File: config.mk
export PLATFORM = sky130hd
export DESIGN_NAME = cl_ddr_word_loader
export DESIGN_NICKNAME = d
export VERILOG_FILES = /design/src/rtl/cl_ddr_loader_pkg.sv /design/src/rtl/cl_ddr_word_loader_unpacker.sv /design/src/rtl/cl_ddr_word_loader.sv
export SDC_FILE = /design/constraint.sdc
export NUM_CORES = 2
export LEC_CHECK = 0
export ABC_AREA = 1
export BUFFER_PORTS_ARGS = -buffer_cell sky130_fd_sc_hd__buf_2
export CORE_AREA = 2 2 298 300
export DETAILED_ROUTE_END_ITERATION = 6
export DIE_AREA = 0 0 300 302
export PLACE_DENSITY = 0.65
export SYNTH_ARGS = -nofsm -noshare
export SYNTH_HDL_FRONTEND = slang
export SYNTH_SLANG_ARGS = --single-unit
File: constraint.sdc
create_clock -name clk_main_a0 -period 13.8 [get_ports clk_main_a0]
set_input_delay 0.69 -clock clk_main_a0 [delete_from_list [all_inputs] [get_ports clk_main_a0]]
set_output_delay 0.69 -clock clk_main_a0 [all_outputs]
set_load 0.005 [all_outputs]
File: src/rtl/cl_ddr_loader_pkg.sv
// Shared types and constants for the DDR word loader.
//   ldr_state_t      : loader control states
//   BEAT_BYTES       : bytes per 512-bit AXI beat
//   WORDS_PER_BEAT   : 32-bit words per beat
//   AXI_RESP_OKAY    : OKAY response encoding
//   bytes_to_4k()    : bytes from an address to the next 4 KB boundary
package cl_ddr_loader_pkg;
  typedef enum logic [1:0] {IDLE, REQ, DATA, DONE} ldr_state_t;

  localparam int         BEAT_BYTES     = 64;
  localparam int         WORDS_PER_BEAT = 16;
  localparam logic [1:0] AXI_RESP_OKAY  = 2'b00;
  localparam logic [1:0] AXI_BURST_INCR = 2'b01;

  // Only the low 12 address bits matter; result is 1..4096.
  function automatic logic [12:0] bytes_to_4k(input logic [11:0] addr_lo);
    return 13'd4096 - {1'b0, addr_lo};
  endfunction
endpackage

File: src/rtl/cl_ddr_word_loader_unpacker.sv
// beat_word_unpacker: holds one 512-bit beat and emits its words, lowest
// first, over a valid/ready stream.
//   clk_i, rst_ni       : clock, async active-low reset
//   load_i, data_i      : load a beat (only legal while empty_o)
//   valid_words_i       : how many words of the beat to emit (1..16)
//   last_i              : this beat is the final one of the load
//   out_data_o/valid_o/ready_i/last_o : word stream
//   empty_o             : nothing left to emit
//   drained_o           : the beat's final word is accepted this cycle
module beat_word_unpacker
  import cl_ddr_loader_pkg::*;
(
  input  logic         clk_i,
  input  logic         rst_ni,
  input  logic         load_i,
  input  logic [511:0] data_i,
  input  logic [4:0]   valid_words_i,
  input  logic         last_i,
  output logic [31:0]  out_data_o,
  output logic         out_valid_o,
  input  logic         out_ready_i,
  output logic         out_last_o,
  output logic         empty_o,
  output logic         drained_o
);
  logic [511:0] sr_q;
  logic [4:0]   rem_q;
  logic         vld_q, fin_q, last_q;
  logic         take;

  assign take        = vld_q && out_ready_i;
  assign out_data_o  = sr_q[31:0];
  assign out_valid_o = vld_q;
  assign out_last_o  = last_q;
  assign empty_o     = !vld_q;
  assign drained_o   = take && (rem_q == 5'd1);

  always_ff @(posedge clk_i or negedge rst_ni) begin
    if (!rst_ni) begin
      sr_q   <= '0;
      rem_q  <= '0;
      vld_q  <= 1'b0;
      fin_q  <= 1'b0;
      last_q <= 1'b0;
    end else if (load_i) begin
      sr_q   <= data_i;
      rem_q  <= valid_words_i;
      vld_q  <= (valid_words_i != 5'd0);
      fin_q  <= last_i;
      last_q <= last_i && (valid_words_i == 5'd1);
    end else if (take) begin
      sr_q   <= sr_q >> 32;
      rem_q  <= rem_q - 5'd1;
      vld_q  <= (rem_q != 5'd1);
      // out_last rides with the word that will be left after this take
      last_q <= fin_q && (rem_q == 5'd2);
    end
  end
endmodule

File: src/rtl/cl_ddr_word_loader.sv
// cl_ddr_word_loader: on a start rising edge, reads word_count 32-bit words
// from DDR at base_addr (AXI4 INCR, 64 B beats, one burst in flight, bursts
// split at MAX_BURST and 4 KB) and streams them out in address order.
//   clk_main_a0, rst_main_n : clock, async active-low reset
//   start, base_addr, word_count : load request
//   ar*, r*  : AXI4 read master
//   out_*    : word stream, out_last on the final word
//   busy, done, error : status (error sticky until next start)
module cl_ddr_word_loader
  import cl_ddr_loader_pkg::*;
#(
  parameter int              ID_W      = 16,
  parameter int              MAX_BURST = 8,
  parameter logic [ID_W-1:0] AXI_ID    = '0
) (
  input  logic            clk_main_a0,
  input  logic            rst_main_n,
  input  logic            start,
  input  logic [63:0]     base_addr,
  input  logic [31:0]     word_count,
  output logic [ID_W-1:0] arid,
  output logic [63:0]     araddr,
  output logic [7:0]      arlen,
  output logic [2:0]      arsize,
  output logic [1:0]      arburst,
  output logic            arvalid,
  input  logic            arready,
  input  logic [ID_W-1:0] rid,
  input  logic [511:0]    rdata,
  input  logic [1:0]      rresp,
  input  logic            rlast,
  input  logic            rvalid,
  output logic            rready,
  output logic [31:0]     out_data,
  output logic            out_valid,
  input  logic            out_ready,
  output logic            out_last,
  output logic            busy,
  output logic            done,
  output logic            error
);
  ldr_state_t  state_q, state_d;
  logic        start_q, start_qq;
  logic [63:0] araddr_q;
  logic [7:0]  arlen_q;
  logic        arvalid_q, rready_q, rready_d;
  logic [31:0] beats_left_q, rx_left_q;
  logic [3:0]  tail_q;
  logic        last_seen_q, last_seen_d;
  logic        busy_q, done_q, error_q;

  logic        start_load, ar_hs, r_hs, burst_end, enter_req, final_beat;
  logic [31:0] total_beats, burst_beats, req_beats, req_len, beats_4k;
  logic [63:0] req_addr;
  logic [4:0]  valid_words;
  logic        u_empty, u_drained;
  logic        unused_rid;

  assign unused_rid = ^rid;

  assign arid    = AXI_ID;
  assign arsize  = 3'd6;
  assign arburst = AXI_BURST_INCR;
  assign araddr  = araddr_q;
  assign arlen   = arlen_q;
  assign arvalid = arvalid_q;
  assign rready  = rready_q;
  assign busy    = busy_q;
  assign done    = done_q;
  assign error   = error_q;

  assign start_load  = start_q && !start_qq && (state_q == IDLE || state_q == DONE);
  assign ar_hs       = arvalid_q && arready;
  assign r_hs        = rvalid && rready_q;
  assign burst_end   = (state_q == DATA) && last_seen_q && u_drained;
  assign total_beats = {4'd0, word_count[31:4]} + {31'd0, |word_count[3:0]};
  assign burst_beats = {24'd0, arlen_q} + 32'd1;
  assign final_beat  = (rx_left_q == 32'd1);
  // Only the final beat is trimmed to the remainder; 0 remainder means full.
  assign valid_words = (final_beat && tail_q != 4'd0) ? {1'b0, tail_q} : 5'(WORDS_PER_BEAT);

  always_comb begin
    state_d   = state_q;
    enter_req = 1'b0;
    req_addr  = araddr_q;
    req_beats = beats_left_q;
    case (state_q)
      IDLE, DONE: if (start_load) begin
        req_addr  = base_addr;
        req_beats = total_beats;
        if (word_count == 32'd0) state_d = DONE;
        else begin state_d = REQ; enter_req = 1'b1; end
      end
      REQ:  if (ar_hs) state_d = DATA;
      DATA: if (burst_end) begin
        req_addr  = araddr_q + 64'(burst_beats) * 64'(BEAT_BYTES);
        req_beats = beats_left_q - burst_beats;
        if (req_beats == 32'd0) state_d = DONE;
        else begin state_d = REQ; enter_req = 1'b1; end
      end
      default: state_d = IDLE;
    endcase

    beats_4k = 32'(bytes_to_4k(req_addr[11:0])) / 32'(BEAT_BYTES);
    req_len  = req_beats;
    if (req_len > 32'(MAX_BURST)) req_len = 32'(MAX_BURST);
    if (req_len > beats_4k)       req_len = beats_4k;

    last_seen_d = last_seen_q;
    if (ar_hs)               last_seen_d = 1'b0;
    else if (r_hs && rlast)  last_seen_d = 1'b1;

    // Accept a beat only into an empty unpacker; reopen the same cycle the
    // previous beat's last word leaves so the next beat is not delayed.
    rready_d = (state_d == DATA) && !last_seen_d && ((u_empty && !r_hs) || u_drained);
  end

  always_ff @(posedge clk_main_a0 or negedge rst_main_n) begin
    if (!rst_main_n) begin
      state_q      <= IDLE;
      start_q      <= 1'b0;
      start_qq     <= 1'b0;
      araddr_q     <= '0;
      arlen_q      <= '0;
      arvalid_q    <= 1'b0;
      rready_q     <= 1'b0;
      beats_left_q <= '0;
      rx_left_q    <= '0;
      tail_q       <= '0;
      last_seen_q  <= 1'b0;
      busy_q       <= 1'b0;
      done_q       <= 1'b0;
      error_q      <= 1'b0;
    end else begin
      state_q     <= state_d;
      start_q     <= start;
      start_qq    <= start_q;
      rready_q    <= rready_d;
      last_seen_q <= last_seen_d;
      busy_q      <= (state_d == REQ) || (state_d == DATA);
      done_q      <= (state_d == DONE);
      if (enter_req) begin
        araddr_q     <= req_addr;
        arlen_q      <= 8'(req_len - 32'd1);
        arvalid_q    <= 1'b1;
        beats_left_q <= req_beats;
      end else if (ar_hs) begin
        arvalid_q <= 1'b0;
      end
      if (start_load) begin
        rx_left_q <= total_beats;
        tail_q    <= word_count[3:0];
      end else if (r_hs) begin
        rx_left_q <= rx_left_q - 32'd1;
      end
      if (start_load)                          error_q <= 1'b0;
      else if (r_hs && rresp != AXI_RESP_OKAY) error_q <= 1'b1;
    end
  end

  beat_word_unpacker u_unpack (
    .clk_i        (clk_main_a0),
    .rst_ni       (rst_main_n),
    .load_i       (r_hs),
    .data_i       (rdata),
    .valid_words_i(valid_words),
    .last_i       (final_beat),
    .out_data_o   (out_data),
    .out_valid_o  (out_valid),
    .out_ready_i  (out_ready),
    .out_last_o   (out_last),
    .empty_o      (u_empty),
    .drained_o    (u_drained)
  );
endmodule
==> impl_metrics.py <==
metrics = {
    "route": {
        "wl_mm": 136,
        "wl_per_cell_um": 19.6,
        "drtIter0Drc": 3589,
        "drc_errors": 2,
        "top_layer_used": "met5",
        "dr.pass1.iters": 7,
        "wl_met2_mm": 64.0,
        "vias": 37153,
        "ant_nets": 0,
        "wl_met3_mm": 10.0,
        "routed_via_density": 5.36,
        "drt-met1-wl_mm": 55.7,
    },
    "finish": {
        "n_fill_cell": 8769,
        "final_core_util": 0.508,
        "final_cell_area_um2": 44500,
        "layout-drive-gt1-share": 0.173,
        "nets": 6331,
        "area_growth_pct": 17.8,
    },
    "global_routing": {
        "grt-ovfl-total": 0,
        "grt_pass1_wl_mm": 204,
        "antenna_found_initial": 73,
        "grt_pass1_vias": 34608,
        "grt_use_total": 0.289,
        "grt_max_degree": 293,
    },
    "sta": {
        "setup_tns_ps": 0,
        "worst_pin_slew_ps": 1190,
        "final_hold_viol_count": 0,
        "finalSetupViolCount": 0,
        "rsz0062_at_grt": "false",
        "layout_min_cycle_time_ps": 5980,
        "period_share": 0.433,
        "slew_viol_final": 0,
        "fmax_mhz": 167,
        "holdWs_ps": 47.6,
        "clock_skew_ps": 32.9,
        "relSlewSlack": 0.204,
    },
    "yosys": {
        "synth_area_um2": 37800,
        "yosysMostFrequentCell": "o21ai_0",
        "synth_area_per_cell_um2": 7.36,
        "synth_flop_cell": "dfrtp_1",
        "synth_area_leader_cell": "dfrtp_1",
        "synthTopCellsByCount": "o21ai_0 (1557), inv_1 (768), nand2_1 (708)",
        "netlist_top_cells_area": "dfrtp_1 (44%), o21ai_0 (21%), inv_1 (7.6%)",
        "synth_cell_types": 66,
        "ys_warn_count": 0,
        "syn_inst": 5133,
        "ys_seq_area_frac": 0.444,
        "ys_async_sr_fraction": 1.00,
        "ys_seq_elements": 670,
        "yosysTopAreaCellShare": 0.444,
        "synth_edf_count": 0,
    },
    "power": {
        "internal_power_mw": 5.33,
        "power_frac_comb": 0.414,
        "switchingPower_mw": 3.93,
        "irDropWorstVdd_mv": 0.104,
        "total_power_mw": 9.26,
        "power.share.sequential": 0.351,
        "power.share.clock": 0.236,
        "power_density_nw_per_um2": 208,
        "p_leak_nw": 21.0,
        "swShare": 0.424,
    },
    "critical_path": {
        "cp.required_ps": 14350,
        "critical_path_arrival_ps": 6530,
        "ff2ff_path_depth": 38,
        "worstPathMaxFanout": 9,
        "crit_type": "register to register",
        "r2r_slack_ps": 7820,
        "cp_slowest_cell": "a21oi_1",
        "worstSetupStartpointType": "register",
        "endpoint_kind": "register",
        "cpMostUsedCell": "nand2_1",
        "cpPeakStageDelay_ps": 410,
    },
    "die": {
        "ios": 765,
        "rows": 109,
        "design.core.area_um2": 87600,
        "die_h_um": 302,
        "die_area_um2": 90600,
        "die_w_um": 300,
        "initial_utilization": 0.431,
    },
    "clock_network": {
        "cts_resized": 0,
        "clock-sinks": 670,
        "cts_root_buf": "clkbuf_16",
        "cts_tree": "built",
        "clk_pin_slew_ps": 60,
        "ctsHoldBuffers": 0,
        "clk-insertion-delay-late_ps": 640,
        "cts_setup_buffers": 0,
        "cts_max_level": 3,
        "cts_made_buffers": 79,
        "clock_path_buffers": 3,
    },
    "run_status": {
        "failed_checks": "DRC",
        "status": "finished, violations left",
    },
    "place": {
        "place.gp.congestion": 0.962,
        "placed_cell_area_um2": 41700,
        "portBuffers": 727,
        "post-dp-hpwl_mm": 97.6,
    },
    "flow_run": {
        "cap_violations": 0,
    },
    "worst_hold_path": {
        "hp-class": "primary input to async pin",
    },
}
==> sequential cells by signal (all words and copies together) (netlist names), 2 cells and up <==
name	flops
u_unpack.rem_q	5
tail_q	4
state_q	2
beats_left_q	32
rx_left_q	32
arlen	8
araddr	64
u_unpack.sr_q	512
==> cells in the final DEF (no fill, tap or decap), drive strengths merged, types with 53 or more instances in the layout <==
cell and n:
o21ai 1594, inv 792, buf 759, nand2 721, dfrtp 670, nor2 357
nand3 174, a21oi 139, clkbuf 106, nand4 67, nor3 53
==> worst max-delay path, delay by kind of cell, from the launching register on <==
| kind | cells | cell delay (ps) |
|---|---|---|
| buf+inv | 5 | 420 |
| compound gates | 3 | 720 |
| xor+xnor | 1 | 320 |
| flops | 1 | 390 |
| fa+ha+maj | 4 | 880 |
| simple gates | 25 | 3160 |
==> power groups by stage <==
stage          Combinational, mW  Sequential, mW  Clock [mW]
2_1_floorplan               2.69            3.14           0
6_report                    3.83            3.25        2.18
4_1_cts                     3.81            3.24        2.21
3_3_place_gp                3.71            3.24           0
3_5_place_dp                3.78            3.26           0
5_1_grt                     4.38            3.33        2.29
==> cells by family (layout without fill, tap and decap cells) <==
| group | Yosys count | after routing | synth area share |
|---|---|---|---|
| flops | 670 | 670 | 0.444 |
| simple gates | 1425 | 1425 | 0.164 |
| other cells | 2 | 75 | 0.000199 |
| buf+inv | 1129 | 1692 | 0.120 |
| fa+ha+maj | 40 | 40 | 0.0136 |
| compound gates | 1848 | 1848 | 0.254 |
| xor+xnor | 19 | 19 | 0.00441 |
==> per-layer routing <==
| metal | vias up | global-route usage |
|---|---|---|
| li1 | 17979 | - |
| met1 | 17422 | 0.378 |
| met2 | 1398 | 0.466 |
| met3 | 306 | 0.0549 |
| met4 | 48 | 0.136 |
| met5 | - | 0 |
==> final timing paths <==
kind / start / end
max: arlen[0] / arlen[6]
max reg2reg: arlen[0] / arlen[6]
min in group clk_main_a0: start / start_q
max in group asynchronous: rst_main_n / arlen[5]
min: rst_main_n / u_unpack.sr_q[342]
min reg2reg: start_q / start_qq
==> final cells by class <==
type	instances	area, µm²	share of cell area
diodes	51	128	0.00287
clock buffers	106	2220	0.0499
clock inverters	35	448	0.0101
inverters	792	2970	0.0668
multi-input cells	3356	16600	0.373
flip-flops and latches	670	16800	0.377
well taps	1165	1460	0.0328
repair buffers	759	3930	0.0882
==> stage by stage <==
step | instances | setup WS (ps)
floorplan | 5155 | 9040
global placement | 6742 | 7640
detailed placement | 6742 | 7640
CTS | 6883 | 7870
global route | 6920 | 7100
finish | 6934 | 7820
Note: power is estimated with default switching activity, not from simulation.
